File: src/rtl/serial_pkg.sv
// rtl/serial_pkg.sv - shared types and helpers for the serial frame transmitter
// Contents: frame state enum, parity-mode constants, frame length helper.
package serial_pkg;

    typedef enum logic [2:0] {
        ST_IDLE,
        ST_START,
        ST_DATA,
        ST_PARITY,
        ST_STOP
    } state_t;

    localparam int PAR_NONE = 0;
    localparam int PAR_EVEN = 1;
    localparam int PAR_ODD  = 2;

    // Total clk cycles from the first start-bit cycle to the last stop-bit cycle.
    function automatic int frame_len(input int clks_per_bit, input int data_w,
                                     input int parity, input int stop_bits);
        return clks_per_bit * (1 + data_w + ((parity != PAR_NONE) ? 1 : 0) + stop_bits);
    endfunction

endpackage

File: src/rtl/serial_frame_tx_baud.sv
// rtl/serial_frame_tx_baud.sv - bit-period counter producing a wrap tick
// Ports: clk, reset (sync, active-high), enable (count while high, held at 0
// while low), tick (high on the cycle the counter wraps).
module baud_tick_counter #(
    parameter int CLKS_PER_BIT = 4
) (
    input  logic clk,
    input  logic reset,
    input  logic enable,
    output logic tick
);

    localparam int CW = (CLKS_PER_BIT > 1) ? $clog2(CLKS_PER_BIT) : 1;
    localparam logic [CW-1:0] LAST = CW'(CLKS_PER_BIT - 1);

    logic [CW-1:0] cnt;

    always_ff @(posedge clk) begin
        if (reset || !enable) begin
            cnt <= '0;
        end else if (cnt == LAST) begin
            cnt <= '0;
        end else begin
            cnt <= cnt + CW'(1);
        end
    end

    assign tick = enable && (cnt == LAST);

endmodule

File: src/rtl/serial_frame_tx.sv
// rtl/serial_frame_tx.sv - parametrised parallel-in/serial-out frame transmitter
// Ports: clk, reset (sync, active-high); in_data/in_valid/in_ready word
// handshake; tx_out registered idle-high serial line; busy high for the whole
// frame; frame_done one-cycle pulse on the last stop-bit cycle.
module serial_frame_tx
    import serial_pkg::*;
#(
    parameter int DATA_W       = 8,
    parameter int CLKS_PER_BIT = 4,
    parameter int PARITY       = 0,
    parameter int STOP_BITS    = 1,
    parameter int MSB_FIRST    = 0
) (
    input  logic              clk,
    input  logic              reset,
    input  logic [DATA_W-1:0] in_data,
    input  logic              in_valid,
    output logic              in_ready,
    output logic              tx_out,
    output logic              busy,
    output logic              frame_done
);

    localparam int FRAME_L = frame_len(CLKS_PER_BIT, DATA_W, PARITY, STOP_BITS);
    localparam int BW      = (DATA_W > 1) ? $clog2(DATA_W) : 1;
    localparam int RW      = $clog2(FRAME_L + 1);
    localparam logic [BW-1:0] LAST_BIT = BW'(DATA_W - 1);

    if (DATA_W < 1 || DATA_W > 16) begin : g_bad_data_w
        $error("serial_frame_tx: DATA_W must be 1..16");
    end
    if (PARITY < 0 || PARITY > 2) begin : g_bad_parity
        $error("serial_frame_tx: PARITY must be 0, 1 or 2");
    end
    if (STOP_BITS != 1 && STOP_BITS != 2) begin : g_bad_stop
        $error("serial_frame_tx: STOP_BITS must be 1 or 2");
    end
    if (CLKS_PER_BIT < 1) begin : g_bad_cpb
        $error("serial_frame_tx: CLKS_PER_BIT must be >= 1");
    end

    state_t            state;
    logic [DATA_W-1:0] shreg;
    logic [DATA_W-1:0] shreg_next;
    logic [DATA_W:0]   shreg_ext;
    logic              next_bit;
    logic              par_bit;
    logic [BW-1:0]     bit_cnt;
    logic              stop_cnt;
    logic [RW-1:0]     remain;
    logic              tick;

    assign in_ready = (state == ST_IDLE);

    baud_tick_counter #(
        .CLKS_PER_BIT(CLKS_PER_BIT)
    ) u_baud (
        .clk   (clk),
        .reset (reset),
        .enable(state != ST_IDLE),
        .tick  (tick)
    );

    // Next bit to put on the line and the register after removing it; the
    // vacated position is refilled with 1 so an emptied register reads all-ones.
    always_comb begin
        if (MSB_FIRST != 0) begin
            next_bit   = shreg[DATA_W-1];
            shreg_ext  = {shreg, 1'b1};
            shreg_next = shreg_ext[DATA_W-1:0];
        end else begin
            next_bit   = shreg[0];
            shreg_ext  = {1'b1, shreg};
            shreg_next = shreg_ext[DATA_W:1];
        end
    end

    always_ff @(posedge clk) begin
        if (reset) begin
            state      <= ST_IDLE;
            tx_out     <= 1'b1;
            busy       <= 1'b0;
            frame_done <= 1'b0;
            shreg      <= '0;
            par_bit    <= 1'b0;
            bit_cnt    <= '0;
            stop_cnt   <= 1'b0;
            remain     <= '0;
        end else begin
            // remain counts down the cycles left in the frame so frame_done can
            // be registered one cycle ahead of the final stop-bit cycle, which
            // the baud tick alone cannot announce early when CLKS_PER_BIT is 1.
            frame_done <= (remain == RW'(1));
            if (remain != '0) begin
                remain <= remain - RW'(1);
            end

            case (state)
                ST_IDLE: begin
                    if (in_valid) begin
                        state    <= ST_START;
                        tx_out   <= 1'b0;
                        busy     <= 1'b1;
                        shreg    <= in_data;
                        par_bit  <= (PARITY == PAR_ODD) ? ~^in_data : ^in_data;
                        bit_cnt  <= '0;
                        stop_cnt <= 1'b0;
                        remain   <= RW'(FRAME_L - 1);
                    end
                end
                ST_START: begin
                    if (tick) begin
                        state  <= ST_DATA;
                        tx_out <= next_bit;
                        shreg  <= shreg_next;
                    end
                end
                ST_DATA: begin
                    if (tick) begin
                        if (bit_cnt == LAST_BIT) begin
                            if (PARITY != PAR_NONE) begin
                                state  <= ST_PARITY;
                                tx_out <= par_bit;
                            end else begin
                                state  <= ST_STOP;
                                tx_out <= 1'b1;
                            end
                        end else begin
                            bit_cnt <= bit_cnt + BW'(1);
                            tx_out  <= next_bit;
                            shreg   <= shreg_next;
                        end
                    end
                end
                ST_PARITY: begin
                    if (tick) begin
                        state  <= ST_STOP;
                        tx_out <= 1'b1;
                    end
                end
                ST_STOP: begin
                    if (tick) begin
                        if (stop_cnt == 1'(STOP_BITS - 1)) begin
                            state <= ST_IDLE;
                            busy  <= 1'b0;
                        end else begin
                            stop_cnt <= 1'b1;
                        end
                    end
                end
                default: state <= ST_IDLE;
            endcase
        end
    end

endmodule

File: config.mk
export PLATFORM = sky130hd
export DESIGN_NAME = serial_frame_tx
export DESIGN_NICKNAME = d
export VERILOG_FILES = /design/src/rtl/serial_pkg.sv /design/src/rtl/serial_frame_tx_baud.sv /design/src/rtl/serial_frame_tx.sv
export SDC_FILE = /design/constraint.sdc
export NUM_CORES = 1
export LEC_CHECK = 0
export CAP_MARGIN = 25
export CORE_MARGIN = 8
export CORE_UTILIZATION = 57
export CTS_BUF_LIST = sky130_fd_sc_hd__clkbuf_8
export CTS_CLUSTER_SIZE = 25
export DETAILED_ROUTE_END_ITERATION = 8
export PLACE_DENSITY = 0.79
export RECOVER_POWER = 100
export SETUP_SLACK_MARGIN = 0.4
export SYNTH_ARGS = -nofsm -noshare
export SYNTH_HDL_FRONTEND = slang
export SYNTH_SLANG_ARGS = --single-unit
File: constraint.sdc
create_clock -name clk -period 1.9 [get_ports clk]
set_input_delay 0.38 -clock clk [delete_from_list [all_inputs] [get_ports clk]]
set_output_delay 0.38 -clock clk [all_outputs]
set_load 0.05 [all_outputs]
==> flow_metrics.py <==
metrics = {
    "status": {
        "outcome": "finished clean",
    },
    "critical_path": {
        "critical_path_slowest_stage_cell": "dfxtp_1",
        "critical_path.top_delay_family": "flip-flops",
        "regToRegSetupSlack_ps": 220,
        "beginning_of_the_worst_register_to_register_path": "bit_cnt[0]",
        "crit_arrival_ps": 1810,
        "setup.worst_path.end_class": "flop",
        "regToRegEndpoint": "shreg[5]",
        "critical_path_cell_count": 7,
        "worstPathMaxFanout": 8,
        "slowest_delay_ps": 380,
        "critical_path.startpoint_type": "flop",
        "critPathBufInv": 1,
        "timing.critical_path.required_ps": 2030,
        "ff2ff_path_depth": 7,
        "crit_path_cell_trace": "ha_4, ha_4, and3b_1, a211oi_4, buf_12, mux2i_1, nor2_1",
        "criticalPathCategory": "reg2reg",
        "crit_path_frequent_cell": "ha_4",
    },
    "floorplanning": {
        "floorplan.die_area_sq_um": 4060,
        "io_pins": 15,
        "initial_core_util": 0.593,
        "core_area_sq_um": 2190,
        "floorplan.die.height_um": 63.7,
        "die_w_um": 63.7,
        "core.rowCount": 17,
    },
    "grt": {
        "initial_antenna_violation_count": 0,
        "vias_in_the_first_global_route": 1115,
        "largest_net_degree_at_the_start_of_global_routing": 17,
        "grt_remaining_overflow": 0,
        "track_usage": 0.139,
        "first_pass_grt_wire_length_mm": 4.76,
    },
    "route": {
        "route.detailed.vias_per_inst": 5.46,
        "num_vias": 1091,
        "avgRoutedWirePerCell_um": 13.8,
        "detail_route.iter0.violations": 40,
        "firstDrtPassIters": 4,
        "drt_wl_total_mm": 2.76,
        "drcViolationCount": 0,
        "ant_nets_after_route": 0,
    },
    "synthesis": {
        "main_combinational_cell_family_by_area_after_synthesis": "simple AND/OR/NAND/NOR gates",
        "synth_compound_gate_area_share": 0.163,
        "yosysTopAreaCellShare": 0.385,
        "post_synth_main_area_contributors": "dfxtp_1 (39%), mux2_2 (6.1%), ha_1 (5.8%)",
        "dominantRegCellSynth": "dfxtp_1",
        "synthesis.yosys.warnings": 0,
        "synth_enable_flop_cells": 0,
        "post_synth_inst_count": 142,
        "ys_seq_area_frac": 0.385,
        "post_synthesis_net_count": 159,
        "synth.mux.area_fraction": 0.107,
        "xor_xnor_portion_of_the_synthesized_cell_area": 0.0395,
        "async_flop_share": 0,
        "syn-mean-instance-area_sq_um": 9.15,
        "synth-seq-cells": 25,
        "yosys.area.top_type": "dfxtp_1",
        "post_synth_num_cell_types": 39,
        "post_synth_adder_cell_area": 0.0578,
        "synth_cell_area_sq_um": 1300,
        "synth_simple_gate_area_frac": 0.178,
    },
    "place": {
        "portBuffers": 14,
        "gp_congestion": 0.752,
        "detailedPlacementHpwl_mm": 1.87,
        "placed_area_sq_um": 1540,
    },
    "final_layout": {
        "final_layout_size_suffix_gt1_frac": 0.244,
        "layout.cells.most_common_list": "dfxtp_1 (21), nor2_1 (14), buf_4 (14)",
        "num_antenna_cells": 0,
        "area_delta_synth_final_pct": 32.9,
        "fillerInstances": 148,
        "finalInstanceArea_sq_um": 1730,
        "final_common_cell": "dfxtp_1",
        "final_nets": 190,
    },
    "hold_path": {
        "min_delay_path_depth": 2,
        "hold_path.class": "reg2reg",
        "min_from": "shreg[3]",
        "worstHoldEndpoint": "shreg[3]",
    },
    "clocking": {
        "cts-root-buf": "clkbuf_8",
        "htree_levels": 1,
        "number_of_buffers_created_by_cts": 3,
        "clkSinkCount": 25,
        "post_cts_hold_buffer_count": 0,
        "clk_path_buf_depth": 2,
        "worst_skew_late_latency_ps": 260,
        "tritoncts": "yes",
        "clk_pin_slew_ps": 90,
    },
    "power_and_ir_drop": {
        "p_int_mw": 1.05,
        "max-vdd-ir-drop_v": 0.000791,
        "switching_power_mw": 0.537,
        "share_clk_of_total_power": 0.196,
        "power_density_nw_per_um2": 920,
        "power.share.sequential": 0.419,
        "total_leakage_power_nw": 0.713,
        "comb_power_frac": 0.385,
        "power_switching_share": 0.338,
    },
    "flow_run": {
        "maxCapViolCount": 0,
    },
    "timing": {
        "fin_setup_tns_ps": 0,
        "finalWorstPathRequiredPeriod_ps": 1680,
        "unrepaired_setup_endpoints_after_global_routing": "true",
        "fmaxAchievable_mhz": 594,
        "hold_ws_ps": 449,
        "finalCritPeriodShare": 0.886,
        "maxSlewViolCount": 0,
        "max_slew.worst_pin.slew_ps": 739,
        "report.final.setup_viol": 0,
        "clock_skew_ps": 3.71,
        "final-hold-violation-count": 0,
        "max_slew_margin": 0.507,
    },
}
worst max-delay path by stage:
stage	startpoint	slack (ps)	endpoint
finish	bit_cnt[0]	220	shreg[5]
detailed placement	in_valid	90	shreg[7]
CTS	bit_cnt[1]	290	shreg[5]
global route	bit_cnt[0]	150	shreg[5]
floorplan	bit_cnt[1]	390	shreg[2]
global placement	in_valid	150	shreg[7]
registers in the layout (all words and copies together) (netlist names):
signal      cells
bit_cnt         3
remain          6
state           3
u_baud.cnt      2
shreg           8
tx_out          1
busy            1
frame_done      1
power by group through the flow:
stage,Clock [mW],Combinational (mW),Sequential [mW]
after floorplan,0,0.399,0.689
after global placement,0,0.532,0.673
after detailed placement,0,0.559,0.680
after CTS,0.316,0.596,0.663
after global routing,0.340,0.681,0.674
final,0.311,0.611,0.666
repair_timing:
item / 4_1_cts / 5_1_grt
pin swaps: 1 / 7
endpoints found under the setup margin: 12 / 15
resized for setup: 10 / 9
setup buffers: 7 / 5
gates cloned: 1 / 0
metrics by stage:
| step | std cells | power (mW) | utilization | worst slack (ps) |
|---|---|---|---|---|
| CTS | 195 | 1.58 | 0.768 | 290 |
| global route | 200 | 1.70 | 0.788 | 149 |
| global placement | 183 | 1.20 | 0.705 | 149 |
| detailed placement | 183 | 1.24 | 0.705 | 87.8 |
| finish | 200 | 1.59 | 0.788 | 217 |
| floorplan | 142 | 1.09 | - | 386 |
metal layers:
layer	global-route usage	wire length, um	up-vias
met3	0.0314	128	4
met2	0.246	1390	24
met4	0.0557	25	0
met5	0	0	-
met1	0.157	1220	507
li1	-	-	556
synthesized netlist by cell type, types with 2 or more instances:
master	count
a211oi_1	2
a21oi_1	13
a22oi_1	2
buf_2	3
clkbuf_1	3
dfxtp_1	25
ha_1	6
inv_1	12
mux2_2	7
mux2i_1	6
nand2_1	4
nor2_1	14
nor3_1	6
nor3b_1	3
nor4_1	3
o21a_1	3
o21ai_0	4
o21ai_1	3
xor2_1	3
kinds of logic (layout without fill, tap and decap cells):
kind of cell | Yosys count | after routing
XOR/XNOR | 5 | 5
buffers and inverters | 20 | 50
AO/OA/AOI/OAI | 33 | 33
AND/OR/NAND/NOR | 40 | 40
flip-flops | 25 | 25
adder cells (fa/ha/maj) | 6 | 6
multiplexers | 13 | 13
cell type report:
cell class	count	area, sq um	share of cell area
repair buffers	34	327	0.189
clock inverters	1	5.00	0.00290
flip-flops and latches	25	513	0.297
well taps	28	35.0	0.0203
multi-input cells	97	759	0.440
inverters	12	45.0	0.0261
clock buffers	3	41.3	0.0239
tightest hold or removal path: stages, from the launching register on:
cell and delay [ps]:
dfxtp_1 320, inv_1 50, a21oi_1 50
Power figures use the tool's default switching activity.
==> edit, RTL diff (same flow settings) <==
Set the parameter `MSB_FIRST` to 1 (it was 0).
--- a/src/rtl/serial_frame_tx.sv
+++ b/src/rtl/serial_frame_tx.sv
@@ -11,3 +11,3 @@
     parameter int STOP_BITS    = 1,
-    parameter int MSB_FIRST    = 0
+    parameter int MSB_FIRST    = 1
 ) (
Behaviour: not the same (a bounded check fails within 10 cycles, from zero or initial values and one cycle with reset high).
==> edit against the original RTL <==
- combinational power shrank 6.5%
- total power shrank 2.5%
- final area shrank 2.8%
- maximum frequency shrank 5.7%
- sequential power is essentially flat
- non-clock buffer count shrank 1
- critical path type is now reg -> out
- die area shrank 2.2%
- sequential cell count is the same
- global-route usage is essentially flat
- worst setup slack lost 0.10 ns
- wire length grew 6.3%
- synthesized area shrank 3.0%
- register-to-register slack lost 0.02 ns
==> edit: results (changes against the original RTL) <==
| Metric | Value |
|---|---|
| Slew at the pin closest to its max-slew limit | 0.6078 ns (-0.1312 ns) |
| Crit path arrival time | 1.40 ns (-0.41 ns) |
| Fin crit period | 1.784 ns (+0.1011 ns) |
| Clk_skew | 0.005064 ns (+0.001356 ns) |
| Mapped Cells | 133 (-6.3%) |
| Hold_ws | 0.4457 ns (-0.003223 ns) |
| Dpl hpwl | 1771 µm (-5.1%) |
| Placed cells | 177 (-3.3%) |
| Synth area leaders | dfxtp_1, mux2i_1, mux2_2 |
| WL met1 | 1331 µm (+9.0%) |
| Pre-CTS setup slack | 0.06714 ns (-0.02065 ns) |
| Top cells by count, synth | dfxtp_1, nor2_1, mux2i_1 |
| Status | completed |
| R2R setup slack | 0.20 ns (-0.02 ns) |
| Met2 Use GR | 0.2433 (-0.002603) |
| Leak | 0.0007094 µW (-0.53%) |
| WL met2 | 1465 µm (+5.5%) |
| # resized after CTS | 14 (+4) |
| Routed length on met3 | 83 µm (-35%) |
| Seq/Total Area, Yosys | 0.3972 (+0.01186) |
| Unique masters post-synth | 34 (-13%) |
| WL/cell | 15.30 µm (+11%) |
| Final std cells w/o fill | 192 (-4.0%) |
| Syn nets | 150 (-5.7%) |
| Global-route wire length before repair | 4533 µm (-4.8%) |
| VDD IR-drop max | 0.5950 mV (-25%) |
| Gr usage total | 0.1390 (about the same) |
[edit: changes by cell type after synthesis, moves of 3 or more]
cell	unedited run	this run
nor2_1	14	19
mux2i_1	6	10
o21ai_1	3	0
a21oi_1	13	8
inv_1	12	2
nand2_1	4	9
[edit: worst paths after layout]
check / start / endpoint / cells after the start
max: state[0]$_SDFFE_PP0P_ / in_ready / 3
min reg2reg: u_baud.cnt[0]$_SDFF_PP0_ / u_baud.cnt[0]$_SDFF_PP0_ / 1
max reg2reg: bit_cnt[0]$_SDFFE_PP0P_ / shreg[2]$_SDFFE_PP0P_ / 7
min: u_baud.cnt[0]$_SDFF_PP0_ / u_baud.cnt[0]$_SDFF_PP0_ / 1
[edit: logic make-up after synthesis]
family          count (synthesis)  synth area share
fa+ha+maj                       6           0.05958
simple gates                   51            0.2175
flops                          25            0.3972
xor+xnor                        5           0.03476
buf+inv                         8           0.03078
compound gates                 20            0.1092
mux                            18            0.1509
[edit: power by group]
part	leakage (µW)	total (µW)	switching (µW)	internal (µW)
clock	0.0000269	312	167	145
combinational	0.000474	571	286	284
sequential	0.000209	666	64.1	602
[edit: worst register-to-register path, stage by stage (launching register included)]
cell,delay (ns)
dfxtp_2,0.34
ha_1,0.19
ha_4,0.15
and3b_1,0.22
a211oi_4,0.27
buf_12,0.17
mux2i_1,0.18
nor2_1,0.05
[edit: final cells by class]
| type | instances | area [µm²] |
|---|---|---|
| repair buffers | 33 | 311.5 |
| clock buffers | 3 | 41.29 |
| inverters | 2 | 7.507 |
| clock inverters | 1 | 3.754 |
| flip-flops and latches | 25 | 514.2 |
| multi-input cells | 100 | 763.2 |
| fillers | 149 | 471.7 |
| well taps | 28 | 35.03 |
